<file path="src/rtl/alu_pkg.sv">
// Shared encodings for the sequential ALU: operation codes and controller states.
package alu_pkg;

  typedef enum logic [2:0] {
    OP_ADD  = 3'd0,
    OP_SUB  = 3'd1,
    OP_AND  = 3'd2,
    OP_OR   = 3'd3,
    OP_XOR  = 3'd4,
    OP_SLTU = 3'd5,
    OP_MULU = 3'd6,
    OP_DIVU = 3'd7
  } aluOp_e;

  typedef enum logic [1:0] {
    S_IDLE   = 2'd0,
    S_CALC   = 2'd1,
    S_FINISH = 2'd2
  } aluState_e;

endpackage

</file>
<file path="src/rtl/seq_muldiv.sv">
// Iterative unsigned multiply (shift-add) / restoring divide core, one step per cycle, WIDTH steps.
// done flags the step that completes the operation; resLo/resHi carry that step's result.
module seq_muldiv
  import alu_pkg::*;
#(
  parameter int WIDTH = 8
) (
  input  logic             clk,
  input  logic             reset,
  input  logic             start,
  input  logic             isDiv,
  input  logic [WIDTH-1:0] opA,
  input  logic [WIDTH-1:0] opB,
  output logic             done,
  output logic [WIDTH-1:0] resLo,
  output logic [WIDTH-1:0] resHi
);

  localparam int CW = $clog2(WIDTH + 1);

  logic [2*WIDTH-1:0] acc;
  logic [2*WIDTH-1:0] stepAcc;
  logic [WIDTH-1:0]   bReg;
  logic               isDivReg;
  logic [CW-1:0]      cnt;
  logic [WIDTH:0]     rem;
  logic [WIDTH:0]     diff;
  logic [WIDTH:0]     sum;

  always_comb begin
    // Divide: shift the next dividend bit into the partial remainder, keep the
    // difference only when it does not borrow. With opB=0 this naturally yields
    // an all-ones quotient and a remainder equal to the dividend.
    rem  = {acc[2*WIDTH-1:WIDTH], acc[WIDTH-1]};
    diff = rem - {1'b0, bReg};
    sum  = {1'b0, acc[2*WIDTH-1:WIDTH]} + (acc[0] ? {1'b0, bReg} : {(WIDTH+1){1'b0}});
    if (isDivReg) begin
      stepAcc = diff[WIDTH] ? {rem[WIDTH-1:0], acc[WIDTH-2:0], 1'b0}
                            : {diff[WIDTH-1:0], acc[WIDTH-2:0], 1'b1};
    end else begin
      stepAcc = {sum, acc[WIDTH-1:1]};
    end
  end

  always_ff @(posedge clk or posedge reset) begin
    if (reset) begin
      acc      <= '0;
      bReg     <= '0;
      isDivReg <= 1'b0;
      cnt      <= '0;
    end else if (start) begin
      acc      <= {{WIDTH{1'b0}}, opA};
      bReg     <= opB;
      isDivReg <= isDiv;
      cnt      <= CW'(WIDTH);
    end else if (cnt != '0) begin
      acc <= stepAcc;
      cnt <= cnt - CW'(1);
    end
  end

  assign done  = (cnt == CW'(1));
  assign resLo = stepAcc[WIDTH-1:0];
  assign resHi = stepAcc[2*WIDTH-1:WIDTH];

endmodule

</file>
<file path="src/rtl/seq_alu.sv">
// Multi-cycle ALU: simple ops complete in 1 cycle, mulu/divu in WIDTH cycles with busy high.
// start is only accepted while not busy; requests during busy are dropped, not queued.
module seq_alu
  import alu_pkg::*;
#(
  parameter int WIDTH = 8
) (
  input  logic             clk,
  input  logic             reset,
  input  logic             start,
  input  logic [2:0]       op,
  input  logic [WIDTH-1:0] inA,
  input  logic [WIDTH-1:0] inB,
  output logic             busy,
  output logic             done,
  output logic [WIDTH-1:0] ans,
  output logic [WIDTH-1:0] hi,
  output logic             div_zero
);

  aluState_e        state, nextState;
  logic [WIDTH-1:0] simpleRes;
  logic             isSimple;
  logic             coreStart, coreDone;
  logic [WIDTH-1:0] coreLo, coreHi;
  logic             divZeroPend;

  assign isSimple  = (op != OP_MULU) && (op != OP_DIVU);
  assign coreStart = (state == S_IDLE) && start && !isSimple;
  assign busy      = (state == S_CALC);

  always_comb begin
    simpleRes = '0;
    case (aluOp_e'(op))
      OP_ADD:  simpleRes = inA + inB;
      OP_SUB:  simpleRes = inA - inB;
      OP_AND:  simpleRes = inA & inB;
      OP_OR:   simpleRes = inA | inB;
      OP_XOR:  simpleRes = inA ^ inB;
      OP_SLTU: simpleRes = WIDTH'(inA < inB);
      default: simpleRes = '0;
    endcase
  end

  // FINISH is never held: the last CALC step already writes the results, so
  // the controller returns straight to IDLE.
  always_comb begin
    nextState = state;
    case (state)
      S_IDLE:  if (start && !isSimple) nextState = S_CALC;
      S_CALC:  if (coreDone) nextState = S_IDLE;
      default: nextState = S_IDLE;
    endcase
  end

  always_ff @(posedge clk or posedge reset) begin
    if (reset) state <= S_IDLE;
    else       state <= nextState;
  end

  always_ff @(posedge clk or posedge reset) begin
    if (reset) begin
      done        <= 1'b0;
      ans         <= '0;
      hi          <= '0;
      div_zero    <= 1'b0;
      divZeroPend <= 1'b0;
    end else begin
      done <= 1'b0;
      if (state == S_IDLE && start) begin
        div_zero    <= 1'b0;
        divZeroPend <= (op == OP_DIVU) && (inB == '0);
        if (isSimple) begin
          ans  <= simpleRes;
          hi   <= '0;
          done <= 1'b1;
        end
      end else if (state == S_CALC && coreDone) begin
        ans      <= coreLo;
        hi       <= coreHi;
        done     <= 1'b1;
        div_zero <= divZeroPend;
      end
    end
  end

  seq_muldiv #(.WIDTH(WIDTH)) uCore (
    .clk   (clk),
    .reset (reset),
    .start (coreStart),
    .isDiv (op == OP_DIVU),
    .opA   (inA),
    .opB   (inB),
    .done  (coreDone),
    .resLo (coreLo),
    .resHi (coreHi)
  );

endmodule

</file>
<file path="config.mk">
export PLATFORM = sky130hd
export DESIGN_NAME = seq_alu
export DESIGN_NICKNAME = d
export VERILOG_FILES = /design/src/rtl/alu_pkg.sv /design/src/rtl/seq_muldiv.sv /design/src/rtl/seq_alu.sv
export SDC_FILE = /design/constraint.sdc
export NUM_CORES = 1
export LEC_CHECK = 0
export CORE_ASPECT_RATIO = 0.7
export CORE_MARGIN = 10
export CORE_UTILIZATION = 50
export CTS_CLUSTER_SIZE = 10
export DETAILED_ROUTE_END_ITERATION = 10
export PLACE_DENSITY = 0.71
export SLEW_MARGIN = 10
export SYNTH_ARGS = -nofsm -noshare
export SYNTH_HDL_FRONTEND = slang
export SYNTH_SLANG_ARGS = --single-unit
</file>
<file path="constraint.sdc">
create_clock -name clk -period 3.5 [get_ports clk]
set_clock_uncertainty 0.2 [all_clocks]
set_input_delay 0.875 -clock clk [delete_from_list [all_inputs] [get_ports clk]]
set_output_delay 0.875 -clock clk [all_outputs]
set_load 0.02 [all_outputs]
</file>
==> flow_summary.yaml <==
outcome:
  run_status: "finished, final reports clean"
yosys:
  ys_top_cells_by_area: "dfrtp_1 29%, ha_1 13%, o21ai_0 4.8%"
  yosys_most_used_dff: "dfrtp_1"
  ys_seq_area_frac: 0.286
  synth_nets: 588
  syn_area_per_cell_sq_um: 8.30
  synthTopCellsByCount: "49 x dfrtp_1, 47 x inv_1, 45 x ha_1"
  netlist_area_sq_um: 4290
  yosysUniqueCellTypes: 64
  ys_ff_latch: 49
  ys_warn_count: 0
  syn_inst: 517
  netlist.area_leader.share: 0.286
  synth_edf_count: 0
  async_flop_share: 1.00
  synth_top_cell_by_area: "dfrtp_1"
  yosysMostFrequentCell: "dfrtp_1"
routing:
  ant_nets: 0
  drc: 0
  via_count: 4129
  dr_wl_met2_microns: 4970
  met3_length_microns: 1400
  dr.pass1.iters: 5
  viasPerCell: 6.17
  wl_met1_microns: 5950
  avgRoutedWirePerCell_microns: 18.6
  wl_microns: 12400
  top_layer_used: "met4"
  first_iter_violations: 444
sta:
  slew_viol_final: 0
  rsz0062_at_grt: "no"
  finalWorstSetupSlack_ns: 0.206
  report.final.hold_viol_count: 0
  setup_violations: 0
  slew_headroom: 0.502
  worst_pin_slew_ns: 0.746
  max_clock_freq_mhz: 304
  period_needed_ns: 3.29
  finalCritPeriodShare: 0.941
worst_setup_path:
  path_max_fanout: 4
  critical-path-top-delay-family: "adder cells"
  required_ns: 3.51
  crit_slowest_cell: "clkdlybuf4s50_1"
  endpoint_kind: "flip-flop"
  critPathArrivalTime_ns: 3.30
  critPathMaxStageDelay_ns: 0.54
  worstSetupPathType: "in2reg"
  crit_path_start_kind: "input port"
  crit_buf_inv: 1
  crit_chain: "clkdlybuf4s50_1 > ha_1 > fa_1 > a21o_1 > a311o_1 > or3_1 > nand4_1 > a31oi_1 > nor3_1"
power:
  p_clk_frac: 0.103
  power_leakage_nw: 2.26
  internal_power_mw: 2.40
  p_sw_frac: 0.484
  ir_worst_vdd_mv: 0.384
  p_total_mw: 4.66
  p_sw_mw: 2.25
  p_per_area_nw_per_um2: 920
  pwr-share-seq: 0.239
  p_comb_frac: 0.659
die:
  io_pins: 41
  die-area_sq_um: 12700
  die_w_microns: 131
  start_util: 0.510
  rows: 28
  core_area_sq_um: 8410
  fp.dieH_microns: 97.5
min_path:
  hold_class: "reg2reg"
grt:
  grt_overflow: 0
  grt_pass1_vias: 3815
  grt_util_all_layers: 0.193
  grt_max_degree: 24
  grt_antenna_before_repair: 0
  grt_first_pass_wirelength_microns: 20000
final_layout:
  drive_gt1_frac: 0.0940
  diodes: 0
  syn_to_final_growth_pct: 18.0
  nets: 634
  fill_cells: 741
  finish.utilization: 0.602
  design_area_sq_um: 5060
clock_tree:
  clk_pin_slew_ns: 0.07
  cts-root-buf: "clkbuf_16"
  cts.sink_count: 49
  cts_setup_buffers: 0
  ctsHtreeMaxLevel: 2
  cts_tree: "yes"
  cts_resized: 0
  cts-buffers-inserted: 5
  clock_latency_ns: 0.29
  cts_buffer_depth: 2
  postCtsHoldBufs: 0
placement:
  gp_congestion: 0.908
  portBuffers: 40
  place_area_sq_um: 4910
  dpl_worst_slack_ns: -0.0400
  dpl.hpwl_microns: 10000
run:
  maxCapViolations: 0
-- stage by stage --
step | hold WS (ns) | setup TNS, ns | cells
2_1_floorplan | 0.247 | 0 | 517
4_1_cts | 0.307 | 0 | 669
3_5_place_dp | 0.289 | -0.0400 | 661
3_3_place_gp | 0.290 | -0.00396 | 661
5_1_grt | 0.317 | 0 | 669
6_report | 0.309 | 0 | 669
-- sequential cells by signal, summed over array words and instances, names as in the netlist --
name	count
uCore.acc	16
ans	8
hi	8
uCore.bReg	8
uCore.cnt	4
divZeroPend	1
div_zero	1
done	1
state	1
uCore.isDivReg	1
-- layout by cell type, fill, tap and decap left out, types with 4 or more instances in the layout --
master	synthesis	layout
dfrtp_1	49	49
inv_1	47	46
ha_1	45	45
nand2_1	43	43
nor2_1	42	42
o21ai_0	41	41
clkdlybuf4s50_1	0	40
a21oi_1	32	32
buf_4	0	25
o211ai_1	14	14
nand2b_1	12	12
mux2i_1	12	12
and2_1	10	10
a211oi_1	10	10
nand3_1	9	9
nor3_1	9	9
xnor2_1	9	9
a22o_1	8	8
nor2b_1	7	7
a31oi_1	7	7
or3_1	5	5
clkbuf_16	0	5
nand4_1	4	4
or2_2	4	4
nor3b_1	4	4
a32o_1	4	4
o221ai_1	4	4
o22ai_1	4	4
fa_1	4	4
-- routing by layer --
layer  global-route usage  vias to the layer above
met2                0.255                      216
li1                     -                     1946
met4               0.0350                        0
met1                0.301                     1950
met3               0.0502                       17
met5                    0                        -
-- kinds of logic after synthesis --
family / synth area share
compound gates: 0.258
simple gates: 0.184
buf+inv: 0.0645
fa+ha+maj: 0.150
flops: 0.286
mux: 0.0333
xor+xnor: 0.0245
-- power by group through the flow --
stage | clock network (mW) | logic, mW | registers, mW
final | 0.479 | 3.07 | 1.11
after global routing | 0.508 | 3.37 | 1.14
after CTS | 0.490 | 3.01 | 1.10
after detailed placement | 0 | 3.00 | 1.10
after global placement | 0 | 2.91 | 1.10
after floorplan | 0 | 2.13 | 1.11
-- area by class of cell --
cell class              count  area [sq um]  area share
multi-input cells         395          2790       0.552
flip-flops and latches     49          1230       0.242
well taps                 105           131      0.0260
clock inverters             3          22.5     0.00445
repair buffers             65           588       0.116
inverters                  47           176      0.0348
clock buffers               5           125      0.0247
-- path summary, 6_finish.rpt --
path / depth (start not counted) / end / slack (ns) / start
setup / recovery: 9 / ans[6]$_DFFE_PP0P_ / 0.21 / inB[0]
hold / removal: 2 / divZeroPend$_DFFE_PP0P_ / 0.31 / divZeroPend$_DFFE_PP0P_
setup reg to reg: 10 / hi[4]$_DFFE_PP0P_ / 0.27 / uCore.acc[7]$_DFFE_PP0P_
hold reg to reg: 2 / divZeroPend$_DFFE_PP0P_ / 0.31 / divZeroPend$_DFFE_PP0P_
max in group asynchronous: 3 / uCore.bReg[5]$_DFFE_PP0P_ / 1.85 / reset
min in group asynchronous: 2 / hi[7]$_DFFE_PP0P_ / 0.65 / reset
-- worst min-delay path: stages, from the launching register on --
cell and delay (ns):
dfrtp_1 0.36, nand2_1 0.06, nand2_1 0.06
Note: power is estimated with default switching activity, not from simulation.
==> patch 1: new RTL, config.mk and constraints unchanged <==
`WIDTH` is set to 8 in 2 places; all go to 16.
--- a/src/rtl/seq_muldiv.sv
+++ b/src/rtl/seq_muldiv.sv
@@ -3,7 +3,7 @@
 module seq_muldiv
   import alu_pkg::*;
 #(
-  parameter int WIDTH = 8
+  parameter int WIDTH = 16
 ) (
   input  logic             clk,
   input  logic             reset,
--- a/src/rtl/seq_alu.sv
+++ b/src/rtl/seq_alu.sv
@@ -3,7 +3,7 @@
 module seq_alu
   import alu_pkg::*;
 #(
-  parameter int WIDTH = 8
+  parameter int WIDTH = 16
 ) (
   input  logic             clk,
   input  logic             reset,
Ports: changed (resized ans, hi, inA and inB); port bits go from 41 to 73. The function was not compared with the original's and may differ.
==> patch 1 against the unedited design <==
Cell area grew 110%; worst setup slack got worse by 100 ps; combinational power up 130%; wire length up 110%; area after synthesis rose by 91%; die area rose by 73%; critical path depth increased by 5; utilization is 5.6 points higher; power up 120%; clock power rose by 140%; sequential cell count is 41 higher; sequential power rose by 81%; final cell count is 110% higher; worst hold slack worse by 19 ps; critical endpoint is now uCore.acc[17].
==> patch 1: results <==
metrics = {
    "outcome": {
        "run_status": "finished, final reports clean",
    },
    "clock_tree": {
        "post_cts_resized": 29,
        "post_cts.repair.setup_buffers": 2,
        "clk_latency_worst_skew_pair_ps": 350,
        "htree_num_levels": 3,
    },
    "routing": {
        "met3_wirelength_um": 2350,
        "num_vias": 8216,
        "route.met2.wl_um": 11100,
        "drt_iter0_markers": 843,
        "mean_routed_wirelength_per_cell_um": 19.1,
    },
    "synth": {
        "post-synth-top-area-fraction_pct": 27.5,
        "synth_nets": 1143,
        "synth_area_per_cell_um2": 8.12,
    },
    "setup_path": {
        "critPathCapture": "uCore.acc[17]",
        "critPathArrivalTime_ps": 3400,
    },
    "cells_and_area": {
        "layout.filler_cells": 1402,
        "area.share.sequential_pct": 21.1,
        "clkCellAreaFrac_pct": 3.23,
        "multi_input_area_share_pct": 53.7,
        "largest_register_ff_count": 32,
        "clock_buffer_count": 10,
        "layout.nets": 1301,
        "inv_count": 74,
    },
    "pwr": {
        "power.share.combinational_pct": 68.9,
        "power.share.sequential_pct": 19.8,
    },
    "timing": {
        "max_slew.worst_pin.slew_ps": 870,
        "finalHoldWorstSlack_ps": 291,
    },
    "placed_design": {
        "dp_cells": 1371,
        "dp.final_hpwl_um": 20200,
        "placement.setup.worst_slack_ps": -619,
        "place.gp.congestion": 0.982,
    },
    "grt": {
        "global_route_wire_length_before_repair_um": 42900,
        "grt_util_all_layers_pct": 23.7,
        "grt_start_max_net_pins": 71,
    },
}
patch 1: worst max-delay path, stage by stage, from the launching register on:
cell                        delay (ps)
sky130_fd_sc_hd__dfrtp_1           370
sky130_fd_sc_hd__inv_1              60
sky130_fd_sc_hd__ha_2              180
sky130_fd_sc_hd__inv_1              50
sky130_fd_sc_hd__fa_2              340
sky130_fd_sc_hd__a211o_1           300
sky130_fd_sc_hd__a21o_1            190
sky130_fd_sc_hd__a21o_1            240
sky130_fd_sc_hd__a2111oi_4         360
sky130_fd_sc_hd__nor3_4             90
sky130_fd_sc_hd__buf_12            140
sky130_fd_sc_hd__clkbuf_16         160
sky130_fd_sc_hd__mux2_4            310
sky130_fd_sc_hd__a21oi_2           160
sky130_fd_sc_hd__a21oi_1            90
patch 1: routing by layer:
metal  GRT usage (%)  vias to the layer above
met5               0                        -
met4            3.79                        0
met3            5.21                       16
met2            34.7                      346
met1            35.1                     3907
li1                -                     3947
==> patch 2: new RTL, config.mk and constraints unchanged <==
Made on the original files. Encoding of `aluState_e`: now one-hot (3 bits for 3 states).
--- a/src/rtl/alu_pkg.sv
+++ b/src/rtl/alu_pkg.sv
@@ -12,10 +12,10 @@
     OP_DIVU = 3'd7
   } aluOp_e;
 
-  typedef enum logic [1:0] {
-    S_IDLE   = 2'd0,
-    S_CALC   = 2'd1,
-    S_FINISH = 2'd2
+  typedef enum logic [2:0] {
+    S_IDLE   = 3'b001,
+    S_CALC   = 3'b010,
+    S_FINISH = 3'b100
   } aluState_e;
 
 endpackage
Function: no difference found for any inputs over 4 cycles, from zero or initial values and one cycle with reset high; so few cycles prove little.
==> patch 2 against the unedited design <==
Wire length decreased by 0.84%; sequential cell count increased by 1; cell area down 0.35%; worst setup slack lost 88 ps; power fell by 24%; area after synthesis decreased by 1.7%; combinational power down 33%; critical path type is now flop to flop; largest cell class unchanged.
==> patch 2: results <==
metrics = {
    "outcome": {
        "run_status": "finished, final reports clean",
    },
    "synth": {
        "synth_area_per_cell_um2": 8.25,
        "synth_nets": 582,
        "synth_cell_type_count": 61,
        "yosys-top-cells-count": "49 x sky130_fd_sc_hd__dfrtp_1, 49 x sky130_fd_sc_hd__nand2_1, 47 x sky130_fd_sc_hd__inv_1",
        "postSynth.asyncResetShare_pct": 100,
        "synth.area.top_cells": "sky130_fd_sc_hd__dfrtp_1 29%, sky130_fd_sc_hd__ha_1 13%, sky130_fd_sc_hd__o21ai_0 5.1%",
        "ys_seq_area_share_pct": 29.7,
    },
    "worst_hold_path": {
        "worst_hold_path_type": "flop to flop",
        "hold_path_depth": 2,
        "hold_end": "hi[7]",
        "hp-start": "hi[7]",
    },
    "cells_and_area": {
        "layout.nets": 633,
        "post_route_cells_drive_above_1_share_pct": 8.35,
        "largest_register_ff_count": 16,
    },
    "routing": {
        "drt_iter0_markers": 455,
        "postRouteWirelength_um": 12300,
        "number_of_vias_per_cell": 5.95,
        "mean_routed_wirelength_per_cell_um": 18.6,
    },
    "timing": {
        "max_slew.worst_pin.slew_ps": 866,
        "finalHoldWorstSlack_ps": 301,
        "final_critical_path_setup_slack_ps": 118,
    },
    "setup_path": {
        "critPathArrivalTime_ps": 3360,
        "timing.critical_path.fanout_max": 9,
        "cp_top_delay_family": "compound AO/OA/AOI/OAI gates",
        "crit_start": "uCore.acc[7]",
        "crit_path_slowest_cell": "sky130_fd_sc_hd__a221o_1",
        "crit-reg2reg-capture": "hi[5]",
        "timing.critical_path.slowest_cell_delay_ps": 520,
        "reg2reg_depth": 11,
    },
    "placed_design": {
        "place.gp.congestion": 0.882,
        "placement.setup.worst_slack_ps": 47.6,
        "dp.final_hpwl_um": 9940,
        "port_buffers": 40,
        "placed_area_um2": 4880,
        "dp_cells": 656,
    },
    "grt": {
        "number_of_global_route_vias_before_repair": 3650,
        "global_route_wire_length_before_repair_um": 19500,
        "grt_start_max_net_pins": 30,
        "grt_util_all_layers_pct": 19.1,
        "grt_antenna_before_repair": 0,
    },
    "pwr": {
        "sw_frac_of_total_pct": 45.5,
        "leakage_nw": 2.36,
        "vdd.ir_drop.worst_uv": 420,
    },
    "clock_tree": {
        "htree_num_levels": 2,
        "cts.root.buffer_cell": "sky130_fd_sc_hd__clkbuf_16",
    },
}
## patch 2: changes by cell type in the layout (fill, tap and decap cells not counted), sizes merged, moves of 5 or more
cell | unedited run | this run
a21oi | 32 | 40
a22o | 8 | 2
a31oi | 8 | 3
nand2 | 44 | 49
nand2b | 12 | 5
nand3 | 9 | 17
nor2 | 43 | 32
o21ai | 42 | 49
## patch 2: power by group through the flow
stage	Sequential, mW	Combinational, mW	Clock (mW)
3_3_place_gp	0.941	1.95	0
4_1_cts	0.940	2.02	0.508
6_report	0.947	2.07	0.509
3_5_place_dp	0.949	2.01	0
5_1_grt	0.967	2.28	0.535
2_1_floorplan	0.922	1.44	0
## patch 2: logic make-up (layout without fill, tap and decap cells)
logic type | after synthesis | in the layout | share of synthesized area [%]
xor+xnor | 14 | 14 | 2.91
buf+inv | 72 | 124 | 6.62
flops | 50 | 50 | 29.7
fa+ha+maj | 49 | 49 | 15.3
simple gates | 146 | 146 | 16.4
mux | 19 | 19 | 4.60
compound gates | 161 | 161 | 24.5
## patch 2: per-layer routing
layer / vias to the layer above / global-route usage (%) / share of wire (%) / wire, µm
met1: 1872 / 29.4 / 50 / 6110
met4: 0 / 2.91 / 0.65 / 80
met3: 8 / 4.46 / 8.4 / 1030
met2: 160 / 26.3 / 41 / 5110
met5: - / 0 / 0 / 0
li1: 1908 / - / - / -
## patch 2: area by class of cell
| cell class | instances | area, µm² |
|---|---|---|
| inverter | 47 | 176 |
| sequential | 50 | 1250 |
| multi-input combinational | 389 | 2700 |
| tap | 101 | 126 |
| clock buffer | 5 | 125 |
| fill | 722 | 3000 |
| clock inverter | 3 | 26.3 |
| timing repair buffer | 69 | 643 |
## patch 2: repair_timing
action / in CTS / in global routing
hold buffers: 0 / 0
endpoints found under the setup margin: 0 / 8
buffers inserted: 0 / 0
resized for setup: 0 / 2
